File: src/rtl/program_sequencer_pkg.sv
// Shared definitions for the program sequencer: address widths, return-stack
// sizing, FSM state encoding and the jump-target helper.
// Optional feature macro: PS_RETURN_STACK_EN (return stack, see program_sequencer.sv).
package program_sequencer_pkg;

  localparam int unsigned ADDR_W    = 8;
  localparam int unsigned NIBBLE_W  = 4;
  localparam int unsigned RAS_DEPTH = 4;
  localparam int unsigned RAS_PTR_W = $clog2(RAS_DEPTH);
  localparam int unsigned RAS_CNT_W = $clog2(RAS_DEPTH + 1);

  typedef enum logic [1:0] {
    PS_RUN    = 2'd0,
    PS_HALTED = 2'd1,
    PS_STEP   = 2'd2
  } ps_state_t;

  // Jump/call targets are page-aligned: the nibble selects one of 16 pages.
  function automatic logic [ADDR_W-1:0] jump_target(input logic [NIBBLE_W-1:0] nibble);
    return {nibble, (ADDR_W - NIBBLE_W)'(0)};
  endfunction

endpackage

File: src/rtl/ps_return_stack.sv
// Return-address stack for the program sequencer, RAS_DEPTH entries.
// Circular storage: a push when full overwrites the oldest entry (reported on
// overflow); a pop when empty leaves the stack untouched.
// Compiled only when PS_RETURN_STACK_EN is defined.
// Ports:
//   clk, reset_n  clock, async active-low reset (stack empties)
//   push, pop     push wins if both are asserted
//   push_data     return address to store
//   top           current top-of-stack entry (valid when !empty)
//   empty, full   occupancy flags
//   overflow      push while full (oldest entry being dropped this cycle)
`ifdef PS_RETURN_STACK_EN
module ps_return_stack
  import program_sequencer_pkg::*;
(
  input  logic              clk,
  input  logic              reset_n,
  input  logic              push,
  input  logic              pop,
  input  logic [ADDR_W-1:0] push_data,
  output logic [ADDR_W-1:0] top,
  output logic              empty,
  output logic              full,
  output logic              overflow
);

  logic [ADDR_W-1:0]    r_mem [RAS_DEPTH];
  logic [RAS_PTR_W-1:0] r_top_idx;
  logic [RAS_CNT_W-1:0] r_count;
  logic [RAS_PTR_W-1:0] w_push_idx;

  // Pointer arithmetic wraps modulo RAS_DEPTH (a power of two), which is what
  // makes a push on a full stack land on the oldest entry.
  assign w_push_idx = r_top_idx + RAS_PTR_W'(1);
  assign empty      = (r_count == '0);
  assign full       = (r_count == RAS_CNT_W'(RAS_DEPTH));
  assign overflow   = push && full;
  assign top        = r_mem[r_top_idx];

  // Storage, top pointer and occupancy.
  always_ff @(posedge clk or negedge reset_n) begin
    if (!reset_n) begin
      r_top_idx <= '0;
      r_count   <= '0;
      for (int i = 0; i < int'(RAS_DEPTH); i++) begin
        r_mem[RAS_PTR_W'(i)] <= '0;
      end
    end else if (push) begin
      r_mem[w_push_idx] <= push_data;
      r_top_idx         <= w_push_idx;
      if (!full) begin
        r_count <= r_count + RAS_CNT_W'(1);
      end
    end else if (pop && !empty) begin
      r_top_idx <= r_top_idx - RAS_PTR_W'(1);
      r_count   <= r_count - RAS_CNT_W'(1);
    end
  end

endmodule
`endif

File: src/rtl/program_sequencer.sv
// Program sequencer: program counter, jump/call/return address selection and a
// run/halt/single-step debug FSM.
// Optional feature macro: PS_RETURN_STACK_EN enables call/ret through a
// RAS_DEPTH-entry return stack; without it call/ret are ignored and stack_err
// is 0.
// Ports:
//   clk, reset_n            clock, async active-low reset
//   jmp, jmp_nz, ir_nibble  jump controls and page target from the decoder
//   dont_jmp                ALU zero flag, suppresses jmp_nz
//   call, ret               subroutine call / return
//   halt_req, step_req      debug halt (level) and single-step (pulse)
//   pm_addr                 program memory address (combinational)
//   pc, from_PS             registered program counter and its debug tap
//   exec_en                 instruction in ir may execute this cycle
//   halted, step_ack        debug status
//   stack_err               sticky return-stack overflow/underflow
module program_sequencer
  import program_sequencer_pkg::*;
(
  input  logic                clk,
  input  logic                reset_n,
  input  logic                jmp,
  input  logic                jmp_nz,
  input  logic [NIBBLE_W-1:0] ir_nibble,
  input  logic                dont_jmp,
  input  logic                call,
  input  logic                ret,
  input  logic                halt_req,
  input  logic                step_req,
  output logic [ADDR_W-1:0]   pm_addr,
  output logic [ADDR_W-1:0]   pc,
  output logic                exec_en,
  output logic                halted,
  output logic                step_ack,
  output logic                stack_err,
  output logic [ADDR_W-1:0]   from_PS
);

  ps_state_t         r_state;
  ps_state_t         w_state_nxt;
  logic [ADDR_W-1:0] r_pc;
  logic [ADDR_W-1:0] w_pm_addr;
  logic [ADDR_W-1:0] w_pc_inc;
  logic [ADDR_W-1:0] w_target;
  logic              r_exec_en;
  logic              r_halted;
  logic              r_step_ack;
  logic              w_exec_en_nxt;
  logic              w_halted_nxt;
  logic              w_step_ack_nxt;
  logic              w_jmp_take;
  logic              w_unused;

  assign w_pc_inc   = r_pc + ADDR_W'(1);
  assign w_target   = jump_target(ir_nibble);
  assign w_jmp_take = jmp || (jmp_nz && !dont_jmp);

`ifdef PS_RETURN_STACK_EN
  logic              w_push;
  logic              w_pop;
  logic              w_underflow;
  logic [ADDR_W-1:0] w_ras_top;
  logic              w_ras_empty;
  logic              w_ras_full;
  logic              w_ras_overflow;
  logic              r_stack_err;

  ps_return_stack u_ras (
    .clk       (clk),
    .reset_n   (reset_n),
    .push      (w_push),
    .pop       (w_pop),
    .push_data (r_pc),
    .top       (w_ras_top),
    .empty     (w_ras_empty),
    .full      (w_ras_full),
    .overflow  (w_ras_overflow)
  );

  // Sticky stack fault, cleared only by reset.
  always_ff @(posedge clk or negedge reset_n) begin
    if (!reset_n) begin
      r_stack_err <= 1'b0;
    end else if (w_ras_overflow || w_underflow) begin
      r_stack_err <= 1'b1;
    end
  end

  assign stack_err = r_stack_err;
  // Overflow is reported by the stack itself; the full flag is not needed here.
  assign w_unused  = w_ras_full;
`else
  assign stack_err = 1'b0;
  assign w_unused  = ^{call, ret};
`endif

  // Next fetch address. r_pc already points one past the executing
  // instruction, so it is both the sequential successor base and the return
  // address pushed by a call.
  always_comb begin
    w_pm_addr = r_pc;
`ifdef PS_RETURN_STACK_EN
    w_push      = 1'b0;
    w_pop       = 1'b0;
    w_underflow = 1'b0;
`endif
    if (r_exec_en) begin
      if (w_jmp_take) begin
        w_pm_addr = w_target;
`ifdef PS_RETURN_STACK_EN
      end else if (call) begin
        w_pm_addr = w_target;
        w_push    = 1'b1;
      end else if (ret) begin
        if (w_ras_empty) begin
          w_pm_addr   = w_pc_inc;
          w_underflow = 1'b1;
        end else begin
          w_pm_addr = w_ras_top;
          w_pop     = 1'b1;
        end
`endif
      end else begin
        w_pm_addr = w_pc_inc;
      end
    end
  end

  // Debug FSM state register.
  always_ff @(posedge clk or negedge reset_n) begin
    if (!reset_n) begin
      r_state <= PS_RUN;
    end else begin
      r_state <= w_state_nxt;
    end
  end

  // Debug FSM next state; status outputs are derived from the next state so
  // they line up with the state once registered.
  always_comb begin
    w_state_nxt = r_state;
    case (r_state)
      PS_RUN: begin
        if (halt_req) begin
          w_state_nxt = PS_HALTED;
        end
      end
      PS_HALTED: begin
        if (!halt_req) begin
          w_state_nxt = PS_RUN;
        end else if (step_req) begin
          w_state_nxt = PS_STEP;
        end
      end
      PS_STEP: begin
        w_state_nxt = halt_req ? PS_HALTED : PS_RUN;
      end
      default: begin
        w_state_nxt = PS_RUN;
      end
    endcase
    w_exec_en_nxt  = (w_state_nxt != PS_HALTED);
    w_halted_nxt   = (w_state_nxt == PS_HALTED);
    w_step_ack_nxt = (w_state_nxt == PS_STEP);
  end

  // Program counter and registered status. exec_en stays 0 until the first
  // edge after reset so that edge fetches address 0.
  always_ff @(posedge clk or negedge reset_n) begin
    if (!reset_n) begin
      r_pc       <= '0;
      r_exec_en  <= 1'b0;
      r_halted   <= 1'b0;
      r_step_ack <= 1'b0;
    end else begin
      r_pc       <= w_pm_addr;
      r_exec_en  <= w_exec_en_nxt;
      r_halted   <= w_halted_nxt;
      r_step_ack <= w_step_ack_nxt;
    end
  end

  assign pm_addr  = w_pm_addr;
  assign pc       = r_pc;
  assign from_PS  = r_pc;
  assign exec_en  = r_exec_en;
  assign halted   = r_halted;
  assign step_ack = r_step_ack;

endmodule

File: config.mk
export PLATFORM = sky130hd
export DESIGN_NAME = program_sequencer
export DESIGN_NICKNAME = d
export VERILOG_FILES = /design/src/rtl/program_sequencer_pkg.sv /design/src/rtl/ps_return_stack.sv /design/src/rtl/program_sequencer.sv
export SDC_FILE = /design/constraint.sdc
export NUM_CORES = 1
export LEC_CHECK = 0
export CORE_UTILIZATION = 37
export CTS_CLUSTER_SIZE = 8
export DETAILED_ROUTE_END_ITERATION = 6
export MAX_ROUTING_LAYER = met4
export PLACE_DENSITY = 0.77
export RECOVER_POWER = 100
export SYNTH_ARGS = -nofsm -noshare
export SYNTH_HDL_FRONTEND = slang
export SYNTH_SLANG_ARGS = --single-unit
export TNS_END_PERCENT = 5
File: constraint.sdc
create_clock -name clk -period 1.6 [get_ports clk]
set_input_delay 0.16 -clock clk [delete_from_list [all_inputs] [get_ports clk]]
set_output_delay 0.16 -clock clk [all_outputs]
set_load 0.02 [all_outputs]
After elaboration in Yosys (flattened, before gate mapping)
Cells that the tools add are included.

Bits in latches: 0. Bits in read-only memories: 0. Memories kept: 0. Output and inout port bits: 28. Register bits after elaboration: 13. RAM bits: 0.

Equal/unequal tests: 5. Bitwise logic cells: 0. Shift-type cells: 0. Reductions and logical operators: 4. Add/subtract/negate cells: 1. Div/mod/pow operators: 0. $lt $le $gt $ge: 0. Multiplexer cells: 7. Multiply operators: 0.

Operator list (count): 8-bit two-way mux (2); 8-bit by 1-bit adder with 8-bit output (second input constant) (1); 2-bit two-way mux (3); 2-bit one-hot mux with 3 select lines (1); 2-bit by 1-bit == test with 1-bit output (second input constant) (2); 2-bit == test (second input constant) (2); 2-bit zero test (1); 2-bit by 1-bit != test with 1-bit output (second input constant) (1); 1-bit logical AND (1); 1-bit zero test (1); 1-bit logical OR (1); 1-bit two-way mux (1).

Logic depth before layout (Yosys ltp)
Gate-level depths: netlist (run 1).

Depth after elaboration: 5. Gate-level depth with buffers: 5. Mapped depth without buffers: 5.

Least setup slack after synthesis (run 1)
No wires, ideal clock.

Kind: register -> register. From: register r_pc[0] (netlist: from_PS[0]). To: register r_pc[4] (netlist: from_PS[4]). Stages on the path, launching flop included: 6. Setup slack: 0.028 ns. Required time: 1.432 ns. Arrival time: 1.405 ns. Cells stage by stage: dfrtp_1 -> ha_1 -> and3_1 -> o31a_2 -> nor2_1 -> a21oi_1.

Word-level cells in the longest chain between the ends: 3.

RTL lines: start, declared (RTL line program_sequencer.sv:41) `logic [ADDR_W-1:0] r_pc;`; start signal, assigned (RTL line program_sequencer.sv:176) `r_pc <= w_pm_addr;`; 8-bit by 1-bit adder with 8-bit output (RTL line program_sequencer.sv:54) `assign w_pc_inc = r_pc + ADDR_W'(1);`; 8-bit two-way mux (RTL line program_sequencer.sv:108) `if (w_jmp_take) begin`; 8-bit two-way mux (RTL line program_sequencer.sv:107) `if (r_exec_en) begin`; named net pm_addr[4] (RTL line program_sequencer.sv:30) `output logic [ADDR_W-1:0] pm_addr,`.

The timed path passes the listed nets, and every way through them passes these cells.

Worst setup path after layout (run 1)
From: register r_pc[0] (netlist: from_PS[0]). To: output pm_addr[4].

Word-level cells in the longest chain between the ends: 3.

RTL lines (RTL line): 8-bit by 1-bit adder with 8-bit output (program_sequencer.sv:54); 8-bit two-way mux (program_sequencer.sv:108); 8-bit two-way mux (program_sequencer.sv:107); end, declared (program_sequencer.sv:30).

No other way between the ends.

==> results.md, run 1 <==
- Core area: 0.00180 mm2
- Fin crit period: 1.80 ns
- Hpwl dp: 1380 um
- Worst hold-check path type: input port to asynchronous set/reset pin
- Synthesis-stage register bit count: 13
- Crit start category: flop
- Port bufs: 37
- Distinct cells, synth: 35
- Complex-gate fraction of the synthesized area: 18.9%
- Adder-Cell Fraction of Synth Area: 1.69%
- Gate Count Post-Synth: 74
- Number of global-route vias before repair: 671
- Placed insts: 145
- Fraction of layout cells with a size suffix above 1: 29.8%
- Fin area: 0.00117 mm2
- Chip Height: 46.7 um
- Async set-reset flop share out of synthesis: 100%
- Worst skew pair latency: 0.27 ns
- Final Util: 65.0%
- Final worst-path cycle share: 112%
- Failing checks: negative setup slack
- Post-CTS setup buffer count: 0
- Deepest clock path buffer count: 2
- EDFF count, synth: 0
- R2r worst-path depth: 5
- Simple-gate share of the synthesized area: 20.4%
- Top area cells in the synthesized netlist: dfrtp_1 44%, buf_4 9.1%, a32o_1 2.7%
- Power Density: 861 mW/mm2
- Largest net degree at the start of global routing: 14
- Filler cells: 181
- CP Class: flop to output pin
- Width of the die: 46.7 um
- CTS tree: done
- Site Rows: 15
- Synth Area in XOR/XNOR: 0%
- Die area: 0.00218 mm2
- RSZ-0062 raised after global routing: yes
- Worst slew pin tran: 0.606 ns
- Post-route setup slack: -0.197 ns
- Iteration-0 DRC Markers: 8
- Drc violations: 0
- Max IR drop VDD: 579 uV
- R2r startpoint: from_PS[0]
- Syn Std Cell Area: 741 um2
- Hold slack final: 0.333 ns
- Final Setup Violations: 7
- Power consumption: 1.01 mW
- Status: finished, violations left
- GRT Total Usage: 17.9%
- Drt via density: 4.87
- NumNets Final: 139
- Drt first pass iters: 5
- GPL Wtd Cong: 0.820
- Worst Path Max Fanout: 4
- Slew Limit Fails: 0
- Placed cell area: 0.00121 mm2
- Clock Skews: 0.00270 ns
- CTS sink cnt: 13
- Congestion Overflow GR: 0
- P_leak: 0.562 nW
- Multiplexer area fraction after synthesis: 1.52%
- CTS Hold Bufs: 0
- Initial antenna violation count: 0
- Endpoint class of the critical path: output pin
- Final wirelength: 1800 um
- Depth of the CTS H-tree: 1
- Syn Nets: 88
- Slew HR: 59.5%
- First-pass GRT wire length: 2680 um
- Final hold violations: 0
- Largest family of logic cells by synthesized area: simple AND/OR/NAND/NOR gates
- ANT cells: 0
- Yosys warns: 0
- CTS buffer count: 3
- Main synth FF type: dfrtp_1
- Via Count: 725
- Worst EP required: 1.44 ns
- Mean Syn Cell Area: 10.0 um2
- Most common cell in the netlist: dfrtp_1
- Total of max-cap violations: 0
- Seq/Total Area, Yosys: 43.9%
- RR Endpoint: from_PS[4]
- Non-Filler Instances: 149
- Initial Util: 41.1%
- Fmax achieved: 556 MHz
- Post-DRT Antenna Nets: 0
- Area growth from synthesis to layout: 58.1%
- R2R Setup Slk: 0.27 ns
- Root buf cell: clkbuf_4
- WP data arrival: 1.64 ns
- Worst-path clk slew: 0.08 ns
- # IOs: 41
- WL/cell: 12.1 um
- Yosys top cell by area: dfrtp_1
- Yosys top cell area share: 43.9%
- Synth top cells by count: 13 x dfrtp_1, 9 x buf_4, 5 x inv_1, 5 x nand2_1, 5 x nor2_1
## worst max-delay path: stages (launching register included)
cell and delay, ns:
dfrtp_1 0.39, ha_2 0.20, and3_1 0.18, o31a_2 0.29
nor2_2 0.08, a21oi_1 0.06, buf_4 0.17
## metrics by stage
step / worst slack, ns / setup TNS, ns
after detailed placement: -0.503 / -3.62
after global routing: -0.261 / -1.40
after floorplan: 0.0276 / 0
final: -0.197 / -0.857
after CTS: -0.213 / -0.934
after global placement: -0.485 / -3.50
## placed cells by master (no fill, tap or decap), types with 2 or more instances in the layout
master,count
clkdlybuf4s50_1,17
buf_4,15
dfrtp_1,12
clkbuf_4,8
clkbuf_1,8
dlygate4sd2_1,6
inv_1,5
nand2_1,5
nor2_1,4
nand3_1,3
o21ai_0,3
dlygate4sd3_1,3
buf_2,3
nor2_2,2
a32o_1,2
and4b_1,2
nor3_1,2
## logic make-up (layout without fill, tap and decap cells)
family,Yosys count,count (layout)
buf+inv,16,66
fa+ha+maj,1,1
flops,13,13
other cells,1,1
simple gates,25,25
mux,1,1
compound gates,17,17
## sequential cells by signal (all words and copies together), names as in the netlist
name      cells
halted        1
step_ack      1
exec_en       1
r_state       2
from_PS       8
## cell type report
| type | count | area (um2) | share of cell area, % |
|---|---|---|---|
| Multi-Input combinational cell | 45 | 319 | 27.2 |
| Clock buffer | 4 | 26.3 | 2.24 |
| Timing Repair Buffer | 57 | 449 | 38.4 |
| Sequential cell | 13 | 327 | 27.9 |
| Inverter | 5 | 18.8 | 1.60 |
| Tap cell | 25 | 31.3 | 2.67 |
## per-layer routing
layer	track usage (%)	vias up	part of all wire, %
met2	28.3	28	48
met1	21.0	342	44
met4	9.71	0	0.28
met3	4.23	2	7.2
li1	-	353	-
met5	-	-	0
## timing repair
action,4_1_cts,5_1_grt
gates resized for setup,37,9
pin swaps,1,0
endpoints found under the setup margin,13,12
## report_power, final
group / switching [mW] / total, mW / internal, mW
clock network: 0.103 / 0.199 / 0.0963
registers: 0.0235 / 0.384 / 0.360
logic: 0.217 / 0.426 / 0.209
## worst max-delay path by stage
stage,slack [ns],endpoint,cells after the start,from
global route,-0.26,pm_addr[4],6,from_PS[0]
global placement,-0.48,pm_addr[7],6,jmp_nz
CTS,-0.21,pm_addr[4],6,from_PS[0]
floorplan,0.03,from_PS[4],5,from_PS[0]
finish,-0.20,pm_addr[4],6,from_PS[0]
detailed placement,-0.50,pm_addr[6],7,jmp_nz
(Power assumes the default switching activity.)
==> run 2: changes to the inputs <==
Settings changed: CORE_MARGIN from default to 2.
==> run 2 against run 1 <==
The flow still finishes with violations (negative setup slack). Sequential power is essentially flat. Critical path depth stayed put. Combinational power up 8.0%. First-iteration DRC count unchanged.
==> results.md, run 2 (same netlist as run 1, synthesis figures left out) <==
- Delay of the slowest critical-path stage: 0.39 ns (about the same)
- CTS tree: done
- Status: finished, violations left
- Slew Limit Fails: 0 (unchanged)
- # IOs: 41 (unchanged)
- Congestion Overflow GR: 0 (unchanged)
- GRT Total Usage: 17.6% (-0.31 points)
- Drt via density: 4.93 (+1.3%)
- Chip Height: 48.7 um (+4.3%)
- Place WS: -0.501 ns (+0.00171 ns)
- Placed cell area: 0.00121 mm2 (-0.41%)
- Port bufs: 37 (unchanged)
- Hpwl dp: 1450 um (+5.1%)
- Worst EP required: 1.44 ns (about the same)
- Most frequent cells in the layout: 24 x buf_4, 19 x clkdlybuf4s50_1, 12 x dfrtp_1
- Root buf cell: clkbuf_4
- Power consumption: 1.05 mW (+4.4%)
- ANT cells: 0 (unchanged)
- Largest net degree at the start of global routing: 18 (+4)
- Post-DRT Antenna Nets: 0 (unchanged)
- Power Density: 831 mW/mm2 (-3.5%)
- Max IR drop VDD: 550 uV (-5.1%)
- Initial antenna violation count: 0 (unchanged)
- Site Rows: 16 (+1)
- Worst path top cell family by delay: flip-flops
- Clock Skews: 0.000580 ns (-0.00212 ns)
- Core area: 0.00192 mm2 (+6.7%)
- Worst slew pin tran: 0.646 ns (+0.0399 ns)
- Worst skew pair latency: 0.27 ns (about the same)
- Endpoint class of the critical path: output pin
- Slew HR: 56.8% (-2.7 points)
- Failing checks: negative setup slack
- Initial Util: 38.5% (-2.6 points)
- Width of the die: 48.7 um (+4.3%)
- Number of global-route vias before repair: 803 (+20%)
- WL/cell: 13.3 um (+10%)
- Worst hold-check path type: input port to asynchronous set/reset pin
- Depth of the CTS H-tree: 1 (unchanged)
- First-pass GRT wire length: 3220 um (+20%)
- Fin crit period: 1.78 ns (-0.0159 ns)
- Drt first pass iters: 4 (-1)
- Worst Path Max Fanout: 3 (-1)
- Commonest non-fill, non-tap cell in the layout: buf_4
- P_leak: 0.606 nW (+7.9%)
- Final wirelength: 2040 um (+13%)
- Fmax achieved: 561 MHz (+0.89%)
- CTS Hold Bufs: 0 (unchanged)
- Worst-path clk slew: 0.08 ns (about the same)
- CP Cell Sequence: ha_2 -> and3_1 -> o31a_2 -> nor2_2 -> a21oi_2 -> buf_6
- Crit start category: flop
- Deepest clock path buffer count: 2 (unchanged)
- WP data arrival: 1.62 ns (-0.02 ns)
- Fraction of layout cells with a size suffix above 1: 37.3% (+7.5 points)
- CTS sink cnt: 13 (unchanged)
- Die area: 0.00238 mm2 (+8.7%)
- NumNets Final: 141 (+1.4%)
- Final hold violations: 0 (unchanged)
- CTS buffer count: 3 (unchanged)
- RSZ-0062 raised after global routing: yes
- Post-route setup slack: -0.181 ns (+0.0159 ns)
- Hold slack final: 0.344 ns (+0.0112 ns)
- Critical path's slowest cell: dfrtp_1
- Number of flip-flops in the largest register: 8 (unchanged)
- GPL Wtd Cong: 0.875 (+6.8%)
- R2r worst-path depth: 5 (unchanged)
- Iteration-0 DRC Markers: 8 (unchanged)
- Final Setup Violations: 7 (unchanged)
- WP buf/inv: 1 (unchanged)
- Area growth from synthesis to layout: 71.1%
- CP Class: flop to output pin
- Fin area: 0.00127 mm2 (+8.2%)
- Number of cells on the critical path: 6 (unchanged)
- Total of max-cap violations: 0 (unchanged)
- Final worst-path cycle share: 111% (-0.99 points)
- Via Count: 754 (+4.0%)
- Drc violations: 0 (unchanged)
## run 2: cell count changes in the layout (fill, tap and decap cells not counted), sizes merged
cell and delta:
buf +12, clkdlybuf4s15 +1, clkbuf -11, dlygate4sd2 -1
dlygate4sd3 -2, dlymetal6s2s +1, clkdlybuf4s50 +2
## run 2: power by group
part | switching [mW] | internal, mW | leakage (nW)
Clock | 0.110 | 0.0966 | 0.0150
Combinational | 0.226 | 0.234 | 0.429
Sequential | 0.0267 | 0.360 | 0.162
Total | 0.363 | 0.690 | 0.606
## run 2: layer usage
metal	GRT usage, %	vias up	routed length, um
met5	-	-	0
met4	8.10	0	5
met3	4.01	2	129
met2	31.1	26	1050
met1	18.7	369	849
li1	-	357	-
## run 2: repair_timing
item	in CTS	in global routing
gates resized for setup	39	15
setup buffers	0	3
cloned	0	0
setup endpoints to repair	12	9
pin swaps	0	2
## run 2: path summary, 6_finish.rpt
check / startpoint / to / slack, ns
min in group clk: halt_req / exec_en / 0.47
worst min register to register: r_state[0] / step_ack / 0.57
worst max-delay path: from_PS[1] / pm_addr[4] / -0.18
worst min-delay path: reset_n / from_PS[6] / 0.34
worst max register to register: from_PS[1] / from_PS[4] / 0.27
max in group asynchronous: reset_n / exec_en / 0.80
## run 2: final cells by class
cell class / count / area (um2)
timing repair buffer: 59 / 518
clock buffer: 4 / 26.3
multi-input combinational: 45 / 344
tap: 27 / 33.8
inverter: 5 / 18.8
sequential: 13 / 327
fill: 174 / 654
## run 2: metrics by stage
step	utilization (%)	cells	setup TNS, ns
finish	66.0	153	-0.997
global route	66.0	153	-1.52
CTS	63.1	150	-0.989
detailed placement	63.0	146	-3.64
global placement	63.0	146	-3.48
floorplan	-	74	0
==> run 3: changes to the inputs <==
Settings changed: ABC_CLOCK_PERIOD_IN_PS from default to 1600, GPL_ROUTABILITY_DRIVEN from default to 0, PLACE_DENSITY 0.77 to 0.81.
==> run 3 against run 2 <==
The run still ends with negative setup slack left. Worst hold slack worse by 0.017 ns. Cell count is 2.6% lower. Setup slack worse by 0.033 ns. Clock-buffer cell count stayed put. Register-to-register slack worse by 0.04 ns. Via count is 2.8% lower. Critical path depth stayed put. Cell area is 3.7% lower. Critical endpoint unchanged. Largest cell class unchanged.
==> results.md, run 3 (same netlist as run 1, synthesis figures left out) <==
- NumNets Final: 137 (-2.8%)
- P_int: 0.687 mW (-0.50%)
- Final hold violations: 0 (unchanged)
- Die area: 0.00238 mm2 (unchanged)
- Slew HR: 60.9% (+4.1 points)
- Area growth from synthesis to layout: 64.9%
- Part of the power in registers: 37.2% (+0.5 points)
- Worst Path Max Fanout: 3 (unchanged)
- # IOs: 41 (unchanged)
- Clock Power Share: 18.9% (-0.7 points)
- GRT Total Usage: 17.5% (-0.15 points)
- Via Count: 733 (-2.8%)
- Drc violations: 0 (unchanged)
- Fmax achieved: 551 MHz (-1.8%)
- Final Setup Violations: 7 (unchanged)
- WL/cell: 13.7 um (+3.0%)
- ANT cells: 0 (unchanged)
- Placed insts: 139 (-4.8%)
- Width of the die: 48.7 um (unchanged)
- Crit start category: flop
- Largest net degree at the start of global routing: 19 (+1)
- Core area: 0.00192 mm2 (unchanged)
- First-pass GRT wire length: 3150 um (-2.1%)
- Fin area: 0.00122 mm2 (-3.7%)
- Fin crit period: 1.81 ns (+0.0329 ns)
- Worst hold-check path type: input port to asynchronous set/reset pin
- Hold slack final: 0.327 ns (-0.0169 ns)
- Switching Share: 34.2% (-0.29 points)
- Chip Height: 48.7 um (unchanged)
- Most frequent cells in the layout: 23 x clkdlybuf4s50_1, 21 x buf_4, 12 x dfrtp_1, 5 x inv_1, 5 x nand2_1
- Site Rows: 16 (unchanged)
- Hpwl dp: 1430 um (-1.5%)
- Final wirelength: 2040 um (+0.34%)
- R2r worst-path depth: 5 (unchanged)
- Max IR drop VDD: 732 uV (+33%)
- Worst-path clk slew: 0.08 ns (about the same)
- Commonest non-fill, non-tap cell in the layout: clkdlybuf4s50_1
- Final worst-path cycle share: 113% (+2.1 points)
- RR Endpoint: from_PS[4]
- CTS tree: done
- Net Sw Power: 0.356 mW (-1.8%)
- Combinational group share of total power: 43.9% (+0.2 points)
- Drt via density: 4.92 (-0.18%)
- Port bufs: 37 (unchanged)
- Depth of the CTS H-tree: 1 (unchanged)
- Setup TNS: -0.845 ns (+0.152 ns)
- Status: finished, violations left
- Power Density: 854 mW/mm2 (+2.8%)
- Deepest clock path buffer count: 2 (unchanged)
- CTS sink cnt: 13 (unchanged)
- Congestion Overflow GR: 0 (unchanged)
- Initial Util: 38.5% (unchanged)
- Endpoint class of the critical path: output pin
- Total of max-cap violations: 0 (unchanged)
- Worst EP required: 1.44 ns (about the same)
- WP data arrival: 1.65 ns (+0.03 ns)
- Number of flip-flops in the largest register: 8 (unchanged)
- R2r startpoint: from_PS[0]
- Post-DRT Antenna Nets: 0 (unchanged)
- RSZ-0062 raised after global routing: yes
- CP Class: flop to output pin
- Initial antenna violation count: 0 (unchanged)
- Power consumption: 1.04 mW (-0.94%)
- Iteration-0 DRC Markers: 5 (-3)
- Fraction of layout cells with a size suffix above 1: 36.1% (-1.2 points)
- P_leak: 0.573 nW (-5.5%)
- CTS Hold Bufs: 0 (unchanged)
- Clock Skews: 0.00465 ns (+0.00407 ns)
- Multi-input combinational cell area: 348 um2 (+1.1%)
- R2R Setup Slk: 0.23 ns (-0.04 ns)
- Post-route setup slack: -0.214 ns (-0.0329 ns)
- Drt first pass iters: 4 (unchanged)
- Worst skew pair latency: 0.27 ns (about the same)
- CTS buffer count: 3 (unchanged)
- Final Util: 63.5% (-2.4 points)
- Root buf cell: clkbuf_4
- Register area: 327 um2 (unchanged)
- Filler cells: 187 (+7.5%)
- Non-Filler Instances: 149 (-2.6%)
- Place WS: -0.574 ns (-0.0731 ns)
- Placed cell area: 0.00116 mm2 (-4.3%)
- Worst slew pin tran: 0.584 ns (-0.0613 ns)
- Number of global-route vias before repair: 712 (-11%)
- Slew Limit Fails: 0 (unchanged)
- Failing checks: negative setup slack
==> run 3: final cells by class <==
class / instances / share of cell area (%)
multi-input cells: 45 / 28.5
inverters: 5 / 1.54
well taps: 27 / 2.77
clock buffers: 4 / 2.15
flip-flops and latches: 13 / 26.7
repair buffers: 55 / 38.3
==> run 3: metal layers <==
metal	part of all wire [%]	wire length (um)	track usage, %
met1	40	808	20.4
met2	54	1110	31.1
met3	4.9	101	3.09
met4	1.3	27	4.29
met5	0	0	-
==> run 3: how the worst max path moves through the flow <==
| stage | to | depth (start not counted) | from |
|---|---|---|---|
| finish | pm_addr[4] | 6 | from_PS[0] |
| detailed placement | pm_addr[7] | 6 | dont_jmp |
| floorplan | from_PS[4] | 5 | from_PS[0] |
| CTS | pm_addr[4] | 6 | from_PS[1] |
| global placement | pm_addr[7] | 6 | dont_jmp |
| global route | pm_addr[6] | 6 | from_PS[0] |
==> run 3: power groups by stage <==
stage / sequential [mW] / clock [mW] / combinational [mW]
4_1_cts: 0.387 / 0.202 / 0.446
3_3_place_gp: 0.391 / 0 / 0.439
5_1_grt: 0.393 / 0.219 / 0.488
2_1_floorplan: 0.430 / 0 / 0.191
6_report: 0.388 / 0.197 / 0.458
3_5_place_dp: 0.392 / 0 / 0.450
==> run 3: worst max-delay path: stages (launching register included) <==
cell and delay (ns):
dfrtp_1 0.40, ha_2 0.21, and3_1 0.19, o31a_2 0.30, nor2_2 0.09, a21oi_2 0.05, buf_6 0.15
==> run 3: timing repair <==
action,CTS,global route
endpoints found under the setup margin,9,9
resized for setup,44,5
setup buffers,1,5
pin swaps,4,5
hold endpoints to repair,0,0
